## src/rtl/ncl_pkg.sv

```systemverilog
// Shared dual-rail (NCL) definitions: rail codes, FSM state encoding and
// single-digit encode/decode helpers.
package ncl_pkg;

   localparam logic [1:0] DR_NULL = 2'b00;
   localparam logic [1:0] DR_ZERO = 2'b01;
   localparam logic [1:0] DR_ONE  = 2'b10;
   localparam logic [1:0] DR_ILL  = 2'b11;

   typedef enum logic {
      S_NULL = 1'b0,
      S_DATA = 1'b1
   } state_t;

   // Binary bit -> dual-rail digit {rail1, rail0}.
   function automatic logic [1:0] dr_enc(input logic bit_v);
      return bit_v ? DR_ONE : DR_ZERO;
   endfunction

   // Dual-rail digit -> binary bit; only meaningful for a legal data code.
   function automatic logic dr_dec(input logic [1:0] dig);
      return dig[1];
   endfunction

endpackage

```

## src/rtl/ncl_det_nbits.sv

```systemverilog
// Completion / NULL / illegal-code detector over an N-digit dual-rail bus.
module ncl_det_nbits
   import ncl_pkg::*;
#(
   parameter int N = 10
) (
   input  logic [2*N-1:0] bus,
   output logic           complete,
   output logic           is_null,
   output logic           illegal
);

   logic [N-1:0] dig_data;
   logic [N-1:0] dig_null;
   logic [N-1:0] dig_ill;

   for (genvar i = 0; i < N; i++) begin : g_dig
      assign dig_data[i] = (bus[2*i+1 -: 2] == DR_ZERO) || (bus[2*i+1 -: 2] == DR_ONE);
      assign dig_null[i] = (bus[2*i+1 -: 2] == DR_NULL);
      assign dig_ill[i]  = (bus[2*i+1 -: 2] == DR_ILL);
   end

   assign complete = &dig_data;
   assign is_null  = &dig_null;
   assign illegal  = |dig_ill;

endmodule

```

## src/rtl/est_somador_nbits.sv

```systemverilog
// Clocked dual-rail adder/subtractor stage with a four-phase DATA/NULL
// handshake, sticky illegal-code flag and handshake stall watchdog.
module est_somador_nbits
   import ncl_pkg::*;
#(
   parameter int WIDTH     = 4,
   parameter int STALL_MAX = 255
) (
   input  logic               clk,
   input  logic               rst,
   input  logic [2*WIDTH-1:0] a,
   input  logic [2*WIDTH-1:0] b,
   input  logic [1:0]         opr,
   input  logic [1:0]         mode,
   input  logic               ack_next,
   output logic [2*WIDTH-1:0] soma,
   output logic [1:0]         cout,
   output logic               ack,
   output logic               err,
   output logic               stall
);

   localparam int CW = $clog2(STALL_MAX + 1);

   logic         in_complete;
   logic         in_null;
   logic         in_illegal;

   ncl_det_nbits #(.N(2*WIDTH+2)) u_det (
      .bus      ({mode, opr, b, a}),
      .complete (in_complete),
      .is_null  (in_null),
      .illegal  (in_illegal)
   );

   // Binary view of the operands; only used when the set is complete.
   logic [WIDTH-1:0] a_bin;
   logic [WIDTH-1:0] b_bin;
   logic             cin;
   logic             sub;
   logic [WIDTH:0]   sum;
   logic [2*WIDTH-1:0] sum_dr;

   for (genvar i = 0; i < WIDTH; i++) begin : g_bit
      assign a_bin[i] = dr_dec(a[2*i+1 -: 2]);
      assign b_bin[i] = dr_dec(b[2*i+1 -: 2]);
      assign sum_dr[2*i+1 -: 2] = dr_enc(sum[i]);
   end

   assign cin = dr_dec(opr);
   assign sub = dr_dec(mode);
   // Subtract is a + ~b + cin; the caller supplies cin=1 for a plain a-b.
   assign sum = {1'b0, a_bin} + {1'b0, (sub ? ~b_bin : b_bin)} + {{WIDTH{1'b0}}, cin};

   state_t state, state_nxt;
   logic   capture;
   logic   release_tok;

   // State register.
   always_ff @(posedge clk) begin
      if (rst) state <= S_NULL;
      else     state <= state_nxt;
   end

   // Next-state: capture on a complete legal wave, release on a NULL wave,
   // each gated by the downstream phase.
   always_comb begin
      state_nxt   = state;
      capture     = 1'b0;
      release_tok = 1'b0;
      case (state)
         S_NULL: if (in_complete && !in_illegal && !ack_next) begin
            state_nxt = S_DATA;
            capture   = 1'b1;
         end
         S_DATA: if (in_null && ack_next) begin
            state_nxt   = S_NULL;
            release_tok = 1'b1;
         end
         default: state_nxt = S_NULL;
      endcase
   end

   // Output registers: load the encoded result on capture, return to NULL on release.
   always_ff @(posedge clk) begin
      if (rst) begin
         soma <= '0;
         cout <= DR_NULL;
         ack  <= 1'b0;
      end else if (capture) begin
         soma <= sum_dr;
         cout <= dr_enc(sum[WIDTH]);
         ack  <= 1'b1;
      end else if (release_tok) begin
         soma <= '0;
         cout <= DR_NULL;
         ack  <= 1'b0;
      end
   end

   // Sticky illegal-code flag.
   always_ff @(posedge clk) begin
      if (rst)             err <= 1'b0;
      else if (in_illegal) err <= 1'b1;
   end

   logic [CW-1:0] stall_cnt;

   // Watchdog: counts cycles without a phase change while a token is in
   // flight; stall lags the counter by one edge.
   always_ff @(posedge clk) begin
      if (rst) begin
         stall_cnt <= '0;
         stall     <= 1'b0;
      end else begin
         stall <= (stall_cnt == CW'(STALL_MAX));
         if (capture || release_tok)
            stall_cnt <= '0;
         else if ((!in_null || state == S_DATA) && stall_cnt != CW'(STALL_MAX))
            stall_cnt <= stall_cnt + CW'(1);
      end
   end

endmodule
```

## config.mk

```make
export PLATFORM = sky130hd
export DESIGN_NAME = est_somador_nbits
export DESIGN_NICKNAME = d
export VERILOG_FILES = /design/src/rtl/ncl_pkg.sv /design/src/rtl/ncl_det_nbits.sv /design/src/rtl/est_somador_nbits.sv
export SDC_FILE = /design/constraint.sdc
export NUM_CORES = 1
export LEC_CHECK = 0
export CAP_MARGIN = 5
export CORE_MARGIN = 8
export CORE_UTILIZATION = 44
export DETAILED_ROUTE_END_ITERATION = 10
export PLACE_DENSITY = 0.75
export SYNTH_ARGS = -nofsm -noshare
export SYNTH_HDL_FRONTEND = slang
export SYNTH_HIERARCHICAL = 1
export SYNTH_SLANG_ARGS = --single-unit
```

## constraint.sdc

```tcl
create_clock -name clk -period 2 [get_ports clk]
set_input_delay 0.3 -clock clk [delete_from_list [all_inputs] [get_ports clk]]
set_output_delay 0.3 -clock clk [all_outputs]
set_load 0.05 [all_outputs]
```

; Yosys cells after proc, flatten, opt, wreduce, memory -nomap -nowiden
; Index checks and enable logic that the tools add are counted.
[word_totals]
register_bits = 22
inputBits = 23
output_inout_bits = 13
wordCells = 96
[classes]
addsub = 3
n_eq_ne = 32
muxes = 18
bitwise_logic = 2
n_reduce_logical = 34
[ops]
columns = cell, count
row1 = 2-bit == test (second input constant), 20
row2 = 2-bit by 1-bit == test with 1-bit output (second input constant), 10
row3 = 2-bit zero test, 10
row4 = 10-bit AND reduction, 2
row5 = 8-bit 2-to-1 mux, 2
row6 = 2-bit 2-to-1 mux, 7
row7 = 1-bit logical OR, 12
row8 = 10-bit OR reduction, 1
row9 = 8-bit by 1-bit adder with 8-bit output (second input constant), 1
row10 = 8-bit == test (second input constant), 1
row11 = 8-bit inequality test (second input constant), 1
row12 = 1-bit 2-to-1 mux, 7
row13 = 4-bit by 4-bit adder with 5-bit output, 1
row14 = 5-bit by 1-bit adder with 5-bit output, 1
row15 = 1-bit logical AND, 4
row16 = 4-bit 2-to-1 mux, 1
row17 = 4-bit NOT, 1
row18 = 1-bit zero test, 3
row19 = 1-bit one-hot mux with 2 select lines, 1
row20 = 2-bit nonzero test, 1
row21 = 2-bit OR reduction, 1
row22 = 1-bit NOT, 1

; Logic depth before layout (Yosys ltp)
; Gate-level depths: netlist of run 1.
[depth]
ltp_word = 9
depth_mapped = 9
mapped_depth_nobuf = 8

; Cells and area by module
; The synthesis of run 1 kept the hierarchy.
[modules_own_cells]
columns = mod, instances, cells_per_inst, area_per_inst_um2, seq_area_each_um2
row1 = est_somador_nbits, 1, 117, 1077.3, 440.4
row2 = ncl_det_nbits, 1, 52, 389.1, 0.0

; Least setup slack after synthesis of run 1
; OpenSTA, ideal clock, no wires.
[synth_timing]
path_kind = input port to flip-flop
from = input b[2]
to = register soma[5]
setup_time_ps = 125
arrival_ps = 1976
required_time_ps = 1875
slack_ps = -101
cell_stages = 8
n_path_buf = 1
path_cell_list = ha_1 -> nor4_1 -> nand3_1 -> or4b_4 -> and2_4 -> buf_6 -> a22oi_4 -> nor2_2
[synth_between]
elab_chain_len = 8
elab_cells_between_ends = 18
cone_classes = eq/ne: 3 / mux: 5 / reduce/logical: 10
[synth_rtl]
columns = element, line
row1 = from (decl), est_somador_nbits.sv:12  ; input logic [2*WIDTH-1:0] b,
row2 = 2-bit == test *, ncl_det_nbits.sv:20  ; assign dig_ill[i] = (bus[2*i+1 -: 2] == DR_ILL);
row3 = 10-bit OR reduction *, ncl_det_nbits.sv:25  ; assign illegal = |dig_ill;
row4 = net in_illegal, est_somador_nbits.sv:27  ; logic in_illegal;
row5 = 1-bit zero test *, est_somador_nbits.sv:72  ; S_NULL: if (in_complete && !in_illegal && !ack_next) begin
row6 = 1-bit logical AND * (2 in series), est_somador_nbits.sv:72
row7 = 1-bit 2-to-1 mux *, est_somador_nbits.sv:72
row8 = 1-bit 2-to-1 mux *, est_somador_nbits.sv:71  ; case (state)
row9 = 8-bit 2-to-1 mux or 2-bit nonzero test (tied branches), -
row10 = to (signal assigned), est_somador_nbits.sv:91  ; soma <= sum_dr;
row11 = to (decl), est_somador_nbits.sv:16  ; output logic [2*WIDTH-1:0] soma,
; The timed path passes the listed nets; every way through them passes the cells marked *.
; A chain may end at the register's enable or synchronous reset.

; Worst setup path in the final report of run 1
[layout_timing]
from = input a[5]
to = register soma[5]
[layout_between]
elab_chain_len = 8
elab_cells_between_ends = 21
cone_classes = add/sub: 2 / eq/ne: 3 / mux: 6 / reduce/logical: 10
[layout_rtl]
columns = element, line
row1 = from (decl), est_somador_nbits.sv:11  ; input logic [2*WIDTH-1:0] a,
row2 = 2-bit == test *, ncl_det_nbits.sv:20
row3 = 10-bit OR reduction *, ncl_det_nbits.sv:25
row4 = net in_illegal, est_somador_nbits.sv:27
row5 = 1-bit zero test *, est_somador_nbits.sv:72
row6 = 1-bit logical AND * (2 in series), est_somador_nbits.sv:72
row7 = 1-bit 2-to-1 mux *, est_somador_nbits.sv:72
row8 = 1-bit 2-to-1 mux *, est_somador_nbits.sv:71
row9 = 8-bit 2-to-1 mux or 2-bit nonzero test (tied branches), -
; Marks and branches as above.

==> metrics, run 1 <==
Hold Slack 488 ps; first-iteration detailed-routing DRC count 52; Clock transition at path regs 110 ps; Post-Place Cells 269; Pwr Density 415 mW/mm2; initial antenna violation count 0; Filler Cell Count 301; Avg WL per Cell 13.0 um; Critical path origin a[5]; Final ANT Viol Nets 0; Synth area leader dfxtp_1; Synth Register Bits 22; P_int 637 uW; area of the multi-input gates 0.00104 mm2; Met3 Wirelength 167 um; Buffers on Ports 35; die footprint 0.00544 mm2; critical path class input pin to flip-flop; Finished Cell Area 0.00214 mm2; grt total ovfl 0; Clk pwr share 21.7%; Max Cap Violations 0; Final Hold Fails 0; total power 888 uW; Flop pwr share 50.8%; synth unique cells 34; residual DRC count 0; final worst slack 35.4 ps; Setup TNS 0 ps; cts bufs inserted 3; Final min period 1960 ps; Row Count 21; Final Non-Filler Cells 272; CP Launch Type input pin; P_sw 250 uW; Max Slew Vio Count 0; Ports 36; worst hold path class flip-flop to flip-flop; hold wc startpoint cout[0]$_SDFFE_PP0P_; Starting Density 45.0%; Post-synth EDFFs 0; CTS tree done; Worst Path Max Fanout 7; Tot GR Track Use 14.1%; wl on met1 1460 um; reg2reg path depth 5; combinational share of power 27.5%; layout cells sized above 1 21.7%; metal2 WL 1860 um; FMAX 509 MHz; hold buffer count at cts 0; Net Count, Synth 218; DP HPWL 3000 um; Initial DRT Pass Iterations 4; Max clock buf depth 2; Layout area overhead 45.7%; relative slew slack 66.5%; pre-CTS WS -669 ps; Finished Core Util 65.6%; CP Capture Type flip-flop; global-route wire length before repair 6150 um; sinks on the clock net 22; Area contributors post-synth dfxtp_1 (30%), ha_1 (20%), inv_1 (6.4%), nor2_1 (4.9%), xor2_1 (3.6%); Post-Syn Instances 169; pin count of the biggest net entering global routing 14; Final Cycle Share 98.2%; DR vias 1338; top cell type's share of synthesized area 30.0%; Synth Warn # 6; Sw Ratio 28.2%; main flop type after synthesis dfxtp_1; P_leak 0.971 nW; Avg Cell Area, Syn 8.68 um2; Synth Cell Area 0.00147 mm2; crit path DAT 2170 ps; final setup fails 0; DP Area 0.00207 mm2; most common cell after layout, fill and taps aside inv_1; fin nets 277; register area share after synthesis 30.0%; Peak VDD IR 0.333 mV; Post-Route Skew 2.87 ps; number of vias per cell 4.92; ANT cells 0; Die H 73.7 um; vias in the first global route 1450; Worst-Skew Late Latency 300 ps; register area 440 um2; hold path depth 2; Worst-Margin Slew 501 ps; Top Metal Used met4; CP Data Required Time 2210 ps; final WL 3530 um; async set-reset flop share out of synthesis 0%; core area 0.00326 mm2; Die W 73.7 um; outcome complete, no violations; most frequent cells in the layout inv_1 (25), dfxtp_1 (22), buf_4 (21), ha_1 (19), nor2_1 (18); Root Driver clkbuf_4; r2r startpoint stall_cnt[0]$_SDFFE_PP0P_; H-Tree Depth 1; Placer Congestion 0.879; Post-CTS Setup Inserts 0
## logic make-up after synthesis
logic type	Yosys count	synth area share, %
and+or+nand+nor	59	22.5
DFF	22	30.0
AOI/OAI and AO/OA	26	11.4
buffers and inverters	27	7.42
xor gates and xnor gates	9	5.38
adders and majority gates	26	23.2
## synthesized netlist by cell type, drive strengths merged (3+ instances only)
cell,instances
xor2,6
ha,24
o21ai,8
nand2b,4
xnor2,3
a21oi,10
nand4,7
nand3,5
inv,25
dfxtp,22
nor2,20
a22oi,3
nand2,8
## worst paths after layout
| path | to | slack [ps] |
|---|---|---|
| worst max-delay path | soma[5]$_SDFFE_PP0P_ | 40 |
| worst min-delay path | cout[0]$_SDFFE_PP0P_ | 490 |
| worst max register to register | stall_cnt[5]$_SDFFE_PP0P_ | 430 |
| worst min register to register | cout[0]$_SDFFE_PP0P_ | 490 |
## worst max-delay path, stage by stage
cell,delay [ps]
dlygate4sd2_1,280
ha_4,170
nor4_4,300
nand3_2,140
or4b_4,560
and2_4,200
a22oi_4,170
nor2_2,50
## power groups by stage
stage               logic, mW  clock network, mW  registers (mW)
global placement        0.227                  0           0.460
global route            0.273              0.220           0.452
CTS                     0.245              0.198           0.451
detailed placement      0.235                  0           0.461
finish                  0.244              0.193           0.451
floorplan               0.105                  0           0.464
## flip-flops by register name, summed over array words and instances, names as in the netlist
| signal | flops |
|---|---|
| state | 1 |
| err | 1 |
| soma | 8 |
| ack | 1 |
| stall_cnt | 8 |
| cout | 2 |
| stall | 1 |
## layout make-up
cell class              count  share of cell area [%]
clock buffers               3                    1.05
well taps                  46                    2.69
inverters                  25                    4.39
flip-flops and latches     22                    20.6
multi-input cells         120                    48.7
repair buffers             56                    22.6
## what timing repair did
action	in CTS	in global routing
pin swaps	5	1
gates resized for setup	32	7
endpoints found under the setup margin	20	12
## routing by layer
metal	global-route usage (%)	vias up
met2	26.3	27
met1	15.2	622
met4	4.21	0
li1	-	684
met3	3.27	5
met5	0	-
Note: power is estimated with default switching activity, not from simulation.
==> run 2: changes to the inputs <==
--- a/config.mk
+++ b/config.mk
@@ -7,9 +7,9 @@
 export LEC_CHECK = 0
 export CAP_MARGIN = 5
 export CORE_MARGIN = 8
-export CORE_UTILIZATION = 44
+export CORE_UTILIZATION = 53
 export DETAILED_ROUTE_END_ITERATION = 10
-export PLACE_DENSITY = 0.75
+export PLACE_DENSITY_LB_ADDON = 0.05
 export SYNTH_ARGS = -nofsm -noshare
 export SYNTH_HDL_FRONTEND = slang
 export SYNTH_HIERARCHICAL = 1
==> constraint.sdc (replaced) <==
create_clock -name clk -period 2.3 [get_ports clk]
set_input_delay 0.345 -clock clk [delete_from_list [all_inputs] [get_ports clk]]
set_output_delay 0.345 -clock clk [all_outputs]
set_load 0.05 [all_outputs]
==> run 2 against run 1 <==
Worst hold slack lost 5.9 ps. Combinational power shrank 13%. Register-to-register slack gained 250 ps. Clock power grew 52%. Sequential power shrank 13%. Critical path depth grew 1. Largest cell class unchanged.
==> metrics, run 2 (synthesis results as in run 1) <==
outcome complete, no violations; most frequent cells in the layout clkdlybuf4s50_1 (33), inv_1 (25), ha_1 (24), dfxtp_1 (22), buf_4 (22); final WL 3640 um; sinks on the clock net 22; critical path class input pin to flip-flop; delay-heaviest family, CP simple AND/OR/NAND/NOR gates; Finished Core Util 78.3%; vias in the first global route 1366; Final Cycle Share 97.1%; grt total ovfl 0; Clock transition at path regs 110 ps; Pwr Density 427 mW/mm2; worst hold path class flip-flop to flip-flop; Starting Density 54.6%; P_leak 0.970 nW; cts bufs inserted 3; Final min period 2230 ps; residual DRC count 0; Post-Place Cells 255; DR vias 1374; worst reg2reg path endpoint stall_cnt[6]$_SDFFE_PP0P_; CP Buf/Inv Count 2; CP max stage cell or4b_4; final setup fails 0; fin nets 278; CP Data Required Time 2510 ps; final worst slack 67.2 ps; pre-CTS WS -407 ps; Max Cap Violations 0; r2r startpoint stall_cnt[0]$_SDFFE_PP0P_; ANT cells 0; Max clock buf depth 2; Post-Route Skew 13.8 ps; hold path endpoint err$_SDFFE_PP0P_; Root Driver clkbuf_4; H-Tree Depth 1; Tot GR Track Use 16.3%; Row Count 19; RSZ-0062 raised after global routing true; Final Non-Filler Cells 259; DP HPWL 2990 um; first-iteration detailed-routing DRC count 100; biggest regs soma x8, stall_cnt x8, cout x2; Die H 68.6 um; core area 0.00269 mm2; FMAX 448 MHz; Peak VDD IR 0.720 mV; Avg WL per Cell 14.0 um; Placer Congestion 0.890; pin count of the biggest net entering global routing 14; setup slack, reg-to-reg 680 ps; hold wc startpoint err$_SDFFE_PP0P_; crit path DAT 2440 ps; CP Launch Type input pin; Final ANT Viol Nets 0; relative slew slack 65.7%; Worst-Skew Late Latency 310 ps; most common cell after layout, fill and taps aside clkdlybuf4s50_1; CP Capture Type flip-flop; layout cells sized above 1 17.5%; Ports 36; Die W 68.6 um; Layout area overhead 43.4%; CTS tree done; Initial DRT Pass Iterations 4; Worst-Margin Slew 513 ps; number of vias per cell 5.31; Worst Path Max Fanout 7; hold path depth 2; die footprint 0.00471 mm2; Post-CTS Setup Inserts 0; reg2reg path depth 5; cell breakdown of the critical path clkdlybuf4s50_1, inv_1, ha_1, nand4_1, nor3_2, or4b_4, and2_4, a22oi_4, nor2_2; Final Hold Fails 0; global-route wire length before repair 5970 um; Max Slew Vio Count 0; initial antenna violation count 0; Buffers on Ports 35; slowest stage delay, CP 500 ps
## run 2: changes by cell type in the layout (fill, tap and decap cells not counted), moves of 2 or more
cell,previous run,this run
clkdlybuf4s50_1,15,33
dlygate4sd2_1,16,0
ha_1,19,24
ha_4,4,0
clkdlybuf4s15_1,3,0
dlymetal6s2s_1,0,2
## run 2: cell type report
| class | instances | area (um2) |
|---|---|---|
| sequential | 22 | 440 |
| timing repair buffer | 57 | 520 |
| tap | 31 | 38.8 |
| fill | 188 | 583 |
| clock buffer | 3 | 22.5 |
| inverter | 25 | 93.8 |
| multi-input combinational | 120 | 957 |
| clock inverter | 1 | 30.0 |
## run 2: through the flow
stage	setup TNS [ps]	instance area, um2	power, mW	hold slack [ps]
after CTS	0	2060	0.900	491
after global routing	-3.37	2100	0.941	515
final	0	2100	0.898	482
after floorplan	0	1470	0.494	445
after global placement	-5540	2010	0.597	435
after detailed placement	-6670	2010	0.604	463
## run 2: tightest hold or removal path, cell delays in order (launching register included)
cell and delay (ps):
dfxtp_1 340, nor2_1 50, nor2_1 60
## run 2: how the worst max path moves through the flow
stage,startpoint,slack (ps),endpoint,cells past startpoint
after floorplan,b[2],150,soma[5]$_SDFFE_PP0P_,8
after global placement,a[1],-360,soma[5]$_SDFFE_PP0P_,8
after detailed placement,a[1],-410,soma[5]$_SDFFE_PP0P_,8
after CTS,a[3],0.8,soma[5]$_SDFFE_PP0P_,8
after global routing,b[1],-2,soma[4]$_SDFFE_PP0P_,9
final,b[6],70,soma[5]$_SDFFE_PP0P_,9
## run 2: power by group
part	leakage (nW)	switching (mW)	total [mW]	internal, mW
clock network	0.0279	0.117	0.293	0.176
logic	0.764	0.0998	0.212	0.112
registers	0.178	0.00566	0.392	0.386
## run 2: metal layers
metal | routed length, um | part of all wire [%] | global-route usage [%] | up-vias
met5 | 0 | 0 | 0 | -
met4 | 34 | 0.94 | 4.60 | 0
met3 | 159 | 4.4 | 4.20 | 4
met2 | 1840 | 51 | 27.6 | 31
met1 | 1600 | 44 | 19.8 | 646
li1 | - | - | - | 693
## run 2: what timing repair did
item	in CTS	in global routing
hold buffers	0	0
cloned	0	0
pin swaps	0	4
setup endpoints to repair	16	17
gates resized for setup	1	8
